File: src/rtl/control_unit.sv
// control_unit: instruction sequencer for the DataPath.
// Owns the program counter, the instruction register and the instruction FSM.
// It fetches 16-bit words from a registered instruction ROM and drives every
// DataPath control input as a Moore function of state and IR.
module control_unit #(
    parameter int          PC_W    = 7,
    parameter logic [2:0]  ALU_ADD = 3'd1,
    parameter logic [2:0]  ALU_SUB = 3'd2
) (
    input  logic            Clk,
    input  logic            Reset,
    input  logic [15:0]     I_data,
    output logic [PC_W-1:0] I_addr,
    output logic [7:0]      D_Addr,
    output logic            D_wr,
    output logic            RF_s,
    output logic [3:0]      RF_W_addr,
    output logic            RF_W_en,
    output logic [3:0]      RF_Ra_addr,
    output logic [3:0]      RF_Rb_addr,
    output logic [2:0]      Alu_s0,
    output logic [3:0]      State,
    output logic            Halted
);

    typedef enum logic [3:0] {
        S_INIT   = 4'd0,
        S_FETCH  = 4'd1,
        S_DECODE = 4'd2,
        S_LOAD_A = 4'd3,
        S_LOAD_B = 4'd4,
        S_STORE  = 4'd5,
        S_ADD    = 4'd6,
        S_SUB    = 4'd7,
        S_HALT   = 4'd8,
        S_NOOP   = 4'd9
    } state_t;

    state_t          state_q, state_d;
    logic [PC_W-1:0] pc_q, pc_d;
    logic [15:0]     ir_q, ir_d;

    // State, PC and IR registers; reset returns to INIT with PC and IR cleared
    always_ff @(posedge Clk) begin
        if (Reset) begin
            state_q <= S_INIT;
            pc_q    <= '0;
            ir_q    <= '0;
        end else begin
            state_q <= state_d;
            pc_q    <= pc_d;
            ir_q    <= ir_d;
        end
    end

    // Next-state logic; DECODE dispatches on the ROM word directly because IR
    // only captures that word at the end of the DECODE cycle
    always_comb begin
        state_d = state_q;
        pc_d    = pc_q;
        ir_d    = ir_q;
        case (state_q)
            S_INIT: begin
                pc_d    = '0;
                ir_d    = '0;
                state_d = S_FETCH;
            end
            S_FETCH:  state_d = S_DECODE;
            S_DECODE: begin
                ir_d = I_data;
                pc_d = pc_q + PC_W'(1);
                case (I_data[15:12])
                    4'h1:    state_d = S_STORE;
                    4'h2:    state_d = S_LOAD_A;
                    4'h3:    state_d = S_ADD;
                    4'h4:    state_d = S_SUB;
                    4'h5:    state_d = S_HALT;
                    default: state_d = S_NOOP;   // NOOP and all illegal opcodes
                endcase
            end
            S_LOAD_A: state_d = S_LOAD_B;
            S_LOAD_B,
            S_STORE,
            S_ADD,
            S_SUB,
            S_NOOP:   state_d = S_FETCH;
            S_HALT:   state_d = S_HALT;
            default:  state_d = S_INIT;
        endcase
    end

    assign I_addr = pc_q;
    assign State  = state_q;

    // Moore control outputs; write enables are masked while Reset is high so
    // no DataPath write slips out in the reset cycle
    always_comb begin
        D_Addr     = '0;
        D_wr       = 1'b0;
        RF_s       = 1'b0;
        RF_W_addr  = '0;
        RF_W_en    = 1'b0;
        RF_Ra_addr = '0;
        RF_Rb_addr = '0;
        Alu_s0     = '0;
        Halted     = 1'b0;
        case (state_q)
            S_LOAD_A: begin
                D_Addr = ir_q[11:4];
                RF_s   = 1'b1;
            end
            S_LOAD_B: begin
                D_Addr    = ir_q[11:4];
                RF_s      = 1'b1;
                RF_W_addr = ir_q[3:0];
                RF_W_en   = 1'b1;
            end
            S_STORE: begin
                RF_Ra_addr = ir_q[11:8];
                D_Addr     = ir_q[7:0];
                D_wr       = 1'b1;
            end
            S_ADD, S_SUB: begin
                RF_Ra_addr = ir_q[11:8];
                RF_Rb_addr = ir_q[7:4];
                RF_W_addr  = ir_q[3:0];
                RF_W_en    = 1'b1;
                Alu_s0     = (state_q == S_ADD) ? ALU_ADD : ALU_SUB;
            end
            S_HALT:  Halted = 1'b1;
            default: ;
        endcase
        if (Reset) begin
            D_wr    = 1'b0;
            RF_W_en = 1'b0;
        end
    end

endmodule

File: config.mk
export PLATFORM = sky130hd
export DESIGN_NAME = control_unit
export DESIGN_NICKNAME = d
export VERILOG_FILES = /design/src/rtl/control_unit.sv
export SDC_FILE = /design/constraint.sdc
export NUM_CORES = 1
export LEC_CHECK = 0
export CELL_PAD_IN_SITES_DETAIL_PLACEMENT = 1
export CELL_PAD_IN_SITES_GLOBAL_PLACEMENT = 2
export CORE_MARGIN = 2
export CORE_UTILIZATION = 20
export DETAILED_ROUTE_END_ITERATION = 10
export GPL_ROUTABILITY_DRIVEN = 0
export HOLD_SLACK_MARGIN = 0.02
export MAX_ROUTING_LAYER = met4
export PLACE_DENSITY = 0.77
export SETUP_SLACK_MARGIN = 0.1
export SYNTH_ARGS = -nofsm -noshare
export SYNTH_HDL_FRONTEND = slang
export SYNTH_SLANG_ARGS = --single-unit
File: constraint.sdc
create_clock -name Clk -period 1.4 [get_ports Clk]
set_input_delay 0.28 -clock Clk [delete_from_list [all_inputs] [get_ports Clk]]
set_output_delay 0.28 -clock Clk [all_outputs]
set_load 0.01 [all_outputs]
Word-level counts from Yosys, hierarchy flattened

Cells that the tools add are included.

Add/sub/neg operators: 1
Multipliers: 0
Divide/modulo/power cells: 0
Order comparisons: 0
Eq/ne operators: 14
Shift operators: 0
Multiplexer cells: 16
Bitwise operators: 0
Reductions and logical operators: 7

Operators with widths:

| kind                                                            | number |
|---|---|
| 4-bit case mux with 5 select lines                              | 2 |
| 4-bit by 3-bit == test with 1-bit output, second input constant | 6 |
| 12-bit case mux with 2 select lines                             | 1 |
| 4-bit by 2-bit == test with 1-bit output, second input constant | 4 |
| 8-bit case mux with 2 select lines                              | 1 |
| 7-bit case mux with 2 select lines                              | 1 |
| 4-bit two-way mux                                               | 3 |
| 4-bit by 1-bit == test with 1-bit output, second input constant | 2 |
| 4-bit == test, second input constant                            | 2 |
| 7-bit by 1-bit adder with 7-bit output, second input constant   | 1 |
| 1-bit two-way mux                                               | 6 |
| 3-bit OR reduction                                              | 2 |
| 6-bit OR reduction                                              | 1 |
| 4-bit logical NOT                                               | 1 |
| 2-bit two-way mux                                               | 2 |
| 2-bit OR reduction                                              | 2 |
| 2-bit nonzero test                                              | 1 |

Bits in registers: 23
Latch bits: 0
Bits in writable memories: 0
Memory bits (read-only): 0
Input port bits: 18
Output and inout bits: 38
Word-level logic and storage cells: 41
Memories: 0

Depth between registers and ports, before layout

Gate-level depths: netlist of the first run.

Word-level depth: 4
Depth in mapped cells: 6
Mapped depth without buffers: 4

Worst setup path after synthesis of the first run

No wires, ideal clock.

Kind: register to output
Start: reg state_q[2] (netlist: State[2])
End: out D_Addr[0]
Arrival: 1388 ps
Data required time: 1120 ps
Path slack: -268 ps
Stages on the path, launching flop included: 4
Path buffers: 0
Cell sequence: dfxtp_1 nor3b_1 o21ai_0 a21oi_1

Longest elaborated chain between the ends: 3
Elaborated cells between the ends (all ways): 5
Classes of those cells: eq/ne (3); mux (1); reduce/logical (1)

Ends and longest elaborated chain:

| what                                                                                                 | line | source |
|---|---|---|
| start: declaration                                                                                   | 39   | `state_t state_q, state_d;` |
| start signal: assignment                                                                             | 50   | `state_q <= state_d;` |
| 4-bit by 3-bit == test with 1-bit output or 4-bit by 2-bit == test with 1-bit output (tied branches) | 107  | `case (state_q)` |
| 2-bit OR reduction (no line)                                                                         | -    |  |
| 8-bit case mux with 2 select lines *                                                                 | 107  |  |
| end: declaration                                                                                     | 14   | `output logic [7:0] D_Addr,` |

Mark *: on every way between the ends. The rest lies on a longest branch, timed or not.

Final worst setup path of the first run

Start: reg state_q[1] (netlist: State[1])
End: out RF_Ra_addr[2]

Longest elaborated chain between the ends: 3
Elaborated cells between the ends (all ways): 5
Classes of those cells: eq/ne (3); mux (1); reduce/logical (1)

Ends and longest elaborated chain:

| what                                     | line | source |
|---|---|---|
| 4-bit by 3-bit == test with 1-bit output | 107  |  |
| 3-bit OR reduction (no line) *           | -    |  |
| 4-bit two-way mux *                      | 107  |  |
| end: declaration                         | 19   | `output logic [3:0] RF_Ra_addr,` |

Marks and branches as above.

==> summary.txt, run 1 <==
Worst hold path
  • Worst Hold Class: reg -> reg

Floorplan
  • I/O pins: 56
  • Die area: 7424 sq um
  • Chip width: 86.16 um
  • Die height: 86.16 um
  • Core area: 6422 sq um
  • Row count: 29
  • Initial core utilization: 0.2102

Route
  • Vias: 1756
  • Drt first pass iters: 4
  • Avg WL per Cell: 16.55 um
  • Initial DRC count: 46
  • DRT Wirelength: 5957 um
  • Post-DRT Antenna Nets: 0
  • Post-route DRC: 0
  • Via/cell ratio: 4.878

Cells and area
  • Fillers: 732
  • Final cell area excluding filler cells: 2909 sq um
  • Utilization after layout: 0.4530
  • Layout area overhead: 115.5%
  • Antenna diodes: 0
  • Share of layout cells above drive strength 1: 0.6396
  • Layout Nets: 303
  • Final Non-Filler Cells: 360

Yosys
  • Asr flop ratio synth: 0
  • Post-Syn Nets: 202
  • Post-Syn Area: 1350 sq um
  • Mapped Cells: 183
  • Register area share after synthesis: 0.3411
  • Post-synth EDFFs: 0
  • Synthesized flop and latch total: 23
  • Main flop type after synthesis: dfxtp_1
  • Warnings from Yosys: 0
  • Syn avg cell area: 7.377 sq um
  • Synth unique cells: 41

Outcome
  • Failing checks: setup timing
  • Status: complete, but fails checks

GRT
  • Tot GR Track Use: 0.1583
  • First-pass GRT wire length: 9114 um
  • Vias in the first global route: 1791
  • Largest net degree at the start of global routing: 26
  • GR Overflow Total: 0
  • Initial antenna violation count: 0

Timing
  • Slew Viols, Final: 0
  • Final Hold Vio Count: 0
  • # setup viols final: 48
  • Final setup margin: -304.6 ps
  • Final min period: 1705 ps
  • Achievable Freq: 0.5866 GHz
  • Period utilization: 1.218
  • Layout Skew: 2.679 ps
  • RSZ-0062 raised after global routing: yes

Placed design
  • DPL Wire Length: 3770 um
  • Placed Area: 2268 sq um
  • Pre-CTS setup slack: -558.2 ps
  • Port Buffer Count: 54
  • Dpl cells: 337

Clocking
  • TritonCTS clock tree: yes
  • H-tree levels: 1
  • CTS sink cnt: 23
  • Num CTS Buffers: 3
  • Clk buf depth: 2
  • Latest clock arrival within the worst-skew pair: 270 ps
  • Clk root buf: clkbuf_8
  • Reg clk slew, reported paths: 90 ps

Job
  • Max_cap viols: 0

Worst setup path
  • CP Capture Type: output port
  • Worst setup SP type: register
  • Crit path max fanout: 5
  • Worst Path Arrival: 1420 ps
  • Critical Path RT: 1120 ps
  • Critical path class: reg -> out

Power and ir drop
  • Design Power: 0.003790 W
  • Power density cells: 1303 nW/um^2
  • VDD IR max: 535.0 uV
  • Leakage: 1.259 nW
## critical path, stage by stage, from the launching register on
cell	delay, ps
dfxtp_4	390
buf_12	140
buf_8	110
nor2_4	90
nor2_4	50
buf_6	110
and2_4	150
buf_6	110
## synth_stat cells (all sizes together), types with 2 or more instances
cell     number  area (sq um)
a2111oi       3         32.53
a21oi        24         120.1
a311oi        2         17.52
a31oi         2         12.51
a41oi         2         17.52
and2          8         50.05
and3          5         31.28
and3b         2         17.52
buf           5         26.27
clkbuf       11         41.29
dfxtp        23         460.4
nand2        30         112.6
nand2b        3         18.77
nand3        15         75.07
nand3b        2         15.01
nor2          9         33.78
nor2b         4         25.02
nor3          4         20.02
o21ai        10         50.05
## worst paths after layout
kind,start,to,slack [ps],cells after the start
setup / recovery,State[1]$_SDFF_PP0_,RF_Ra_addr[2],-300,7
hold reg to reg,I_addr[3]$_SDFFE_PP0P_,I_addr[3]$_SDFFE_PP0P_,520,1
hold / removal,I_addr[3]$_SDFFE_PP0P_,I_addr[3]$_SDFFE_PP0P_,520,1
setup reg to reg,State[0]$_SDFF_PP0_,I_addr[6]$_SDFFE_PP0P_,-200,5
## per-layer routing
metal | GRT usage | routed length [um] | share of wire
met4 | 0.02597 | 23 | 0.0039
met3 | 0.01829 | 179 | 0.030
met5 | - | 0 | 0
met2 | 0.2819 | 3161 | 0.53
met1 | 0.1941 | 2593 | 0.44
## area by class of cell
class | count | area, sq um | area share
sequential | 23 | 481.7 | 0.1656
inverter | 1 | 8.758 | 0.003011
clock buffer | 3 | 41.29 | 0.01419
timing repair buffer | 112 | 1061 | 0.3647
multi-input combinational | 143 | 1215 | 0.4176
tap | 77 | 96.34 | 0.03312
clock inverter | 1 | 5.005 | 0.001720
## kinds of logic after synthesis
group | after synthesis | share of synthesized area
and+or+nand+nor | 89 | 0.3503
other | 1 | 0.002778
DFF | 23 | 0.3411
xor gates and xnor gates | 1 | 0.006489
muxes | 1 | 0.007415
adders and majority gates | 1 | 0.009266
buffers and inverters | 17 | 0.05282
AOI/OAI and AO/OA | 50 | 0.2299
## layout by cell type (no fill, tap or decap), types with 5 or more instances in the layout
cell / count
buf_6: 35
buf_4: 26
buf_2: 18
a21oi_2: 17
dfxtp_1: 14
clkdlybuf4s50_1: 13
nand2_4: 12
nand2_1: 11
dlygate4sd2_1: 10
and2_4: 8
nand3_1: 8
nor2_1: 7
nand2_2: 7
nand3_2: 7
o21ai_2: 6
a21oi_1: 6
dfxtp_2: 5
and3_1: 5
## power breakdown
| group | total (W) | switching (W) | leakage, nW | internal (W) |
|---|---|---|---|---|
| clock network | 0.000429 | 0.000230 | 0.0255 | 0.000199 |
| logic | 0.00247 | 0.00117 | 1.04 | 0.00129 |
| registers | 0.000895 | 0.000144 | 0.192 | 0.000752 |
## sequential cells by signal (all words and copies together), names as in the netlist
name and cells:
I_addr 7, State 4, ir_q 12
## per-stage QoR
stage	hold slack [ps]	TNS, ps
after global routing	540.5	-10110
after global placement	467.5	-13820
final	520.5	-7484
after detailed placement	473.4	-14670
after floorplan	440.6	-158.4
after CTS	492.4	-6575
## repair_timing
action,in CTS,in global routing
setup endpoints to repair,59,52
gates resized for setup,232,47
hold buffers,0,0
pin swaps,32,18
gates cloned,2,0
setup buffers,14,4
Note: power is estimated with default switching activity, not from simulation.
==> run 2, diff against run 1 <==
--- a/config.mk
+++ b/config.mk
@@ -18,3 +18,4 @@
 export SYNTH_ARGS = -nofsm -noshare
 export SYNTH_HDL_FRONTEND = slang
 export SYNTH_SLANG_ARGS = --single-unit
+export TNS_END_PERCENT = 20
==> run 2 against run 1 <==
  * The run still ends with setup timing left
  * Setup slack got worse by 70 ps
  * Sequential power fell by 4.7%
  * Global-route usage fell by 1.8 points
  * Critical path type unchanged
  * Largest power group unchanged
==> summary.txt, run 2 (synthesis results as in run 1) <==
Outcome
  • Status: complete, but fails checks
  • Failing checks: setup timing

Clocking
  • H-tree levels: 1
  • CTS sink cnt: 23
  • Latest clock arrival within the worst-skew pair: 270 ps
  • Clk buf depth: 2
  • Reg clk slew, reported paths: 90 ps
  • TritonCTS clock tree: yes
  • Num CTS Buffers: 3
  • CTS Hold Bufs: 0
  • Clk root buf: clkbuf_8

Power and ir drop
  • Design Power: 0.002914 W
  • Leakage: 1.028 nW
  • VDD IR max: 416.6 uV
  • Power density cells: 1216 nW/um^2

Worst setup path
  • CP dominant cell by count: buf_6
  • CP max stage delay: 380 ps
  • R2R depth: 7
  • Reg-to-Reg Start: State[0]$_SDFF_PP0_
  • Worst setup SP type: register
  • CP max-delay cell: dfxtp_4
  • CP Capture Type: output port
  • Critical Path RT: 1120 ps
  • Critical path, cell by cell: buf_6 -> and3b_2 -> buf_6 -> nand2_1 -> a21oi_2 -> buf_2
  • R2r setup slk: -270 ps
  • Crit path max fanout: 5
  • Worst Path Arrival: 1490 ps
  • Worst reg2reg path endpoint: I_addr[4]$_SDFFE_PP0P_
  • Critical path class: reg -> out

Floorplan
  • Core area: 6422 sq um
  • Row count: 29
  • Initial core utilization: 0.2102
  • Die area: 7424 sq um
  • I/O pins: 56
  • Die height: 86.16 um
  • Chip width: 86.16 um

Worst hold path
  • Worst Hold Class: reg -> reg
  • End of the worst hold path: ir_q[2]$_SDFFE_PP0P_
  • Hold path startpoint: ir_q[2]$_SDFFE_PP0P_
  • Hold depth: 2

Route
  • Post-DRT Antenna Nets: 0
  • Drt first pass iters: 4
  • Initial DRC count: 31
  • DRT Wirelength: 5064 um
  • Avg WL per Cell: 14.51 um
  • Via/cell ratio: 4.719
  • Vias: 1647
  • Post-route DRC: 0

Cells and area
  • Layout Nets: 292
  • Commonest cells after routing, fill and taps aside: buf_4 (34), nand2_1 (27), buf_2 (27)
  • Share of layout cells above drive strength 1: 0.4559
  • Top reg by flops: ir_q
  • Antenna diodes: 0
  • Max FFs per register: 12
  • Commonest non-fill, non-tap cell in the layout: buf_4
  • Final cell area excluding filler cells: 2397 sq um
  • Final Non-Filler Cells: 349
  • Layout area overhead: 77.57%
  • Fillers: 783
  • Utilization after layout: 0.3733

Placed design
  • Port Buffer Count: 54
  • Dpl cells: 334
  • Placed Area: 2251 sq um
  • Pre-CTS setup slack: -590.8 ps
  • DPL Wire Length: 3695 um

GRT
  • Largest net degree at the start of global routing: 26
  • Tot GR Track Use: 0.1403
  • First-pass GRT wire length: 8155 um
  • Initial antenna violation count: 0
  • GR Overflow Total: 0
  • Vias in the first global route: 1683

Timing
  • Layout Skew: 9.523 ps
  • Period utilization: 1.267
  • Achievable Freq: 0.5636 GHz
  • Slew Viols, Final: 0
  • RSZ-0062 raised after global routing: yes
  • Final min period: 1774 ps
  • Final Hold Vio Count: 0
  • Final setup margin: -374.2 ps
  • # setup viols final: 48

Job
  • Max_cap viols: 0
run 2: cell count changes in the layout (fill, tap and decap cells not counted), sizes merged:
| cell | delta |
|---|---|
| buf | -10 |
| clkdlybuf4s15 | +1 |
| clkdlybuf4s50 | +2 |
| clkinv | -1 |
| dlygate4sd2 | -3 |
run 2: area by class of cell:
cell class	instances	area, sq um	area share
Multi-Input combinational cell	143	943.4	0.3935
Timing Repair Buffer	101	823.3	0.3434
Sequential cell	23	483.0	0.2015
Tap cell	77	96.34	0.04019
Clock buffer	4	45.04	0.01879
Inverter	1	6.256	0.002610
run 2: what timing repair did:
item | CTS | global route
pin swaps | 16 | 5
endpoints found under the setup margin | 59 | 53
gates resized for setup | 158 | 24
setup buffers | 8 | 3
run 2: per-layer routing:
layer	vias up	global-route usage	wire (um)	part of all wire
met2	31	0.2375	2450	0.48
met1	784	0.1752	2336	0.46
met3	4	0.02599	248	0.049
met5	-	-	0	0
li1	828	-	-	-
met4	0	0.02597	29	0.0057
run 2: worst max path at each step:
| stage | start | to | cells after the start |
|---|---|---|---|
| after floorplan | I_data[13] | State[1]$_SDFF_PP0_ | 3 |
| after global placement | I_data[14] | State[1]$_SDFF_PP0_ | 4 |
| after detailed placement | I_data[14] | State[1]$_SDFF_PP0_ | 4 |
| after CTS | State[1]$_SDFF_PP0_ | D_Addr[6] | 6 |
| after global routing | State[1]$_SDFF_PP0_ | D_Addr[4] | 6 |
| final | State[1]$_SDFF_PP0_ | D_Addr[1] | 6 |
run 2: per-stage QoR:
step | TNS (ps) | hold WS [ps]
after floorplan | -482.4 | 436.9
after global placement | -16940 | 467.9
after detailed placement | -17710 | 478.4
after CTS | -9778 | 492.2
after global routing | -12870 | 529.0
final | -9938 | 486.1
run 2: worst max-delay path: cells and delay by family, from the launching register on:
family,cells,cell delay [ps]
and+or+nand+nor,2,330
buffers and inverters,3,380
AOI/OAI and AO/OA,1,130
DFF,1,380
run 2: where the power goes:
part	switching [W]	total (W)	internal (W)
combinational	0.000788	0.00164	0.000847
clock	0.000222	0.000425	0.000203
sequential	0.000102	0.000853	0.000751
total	0.00111	0.00291	0.00180
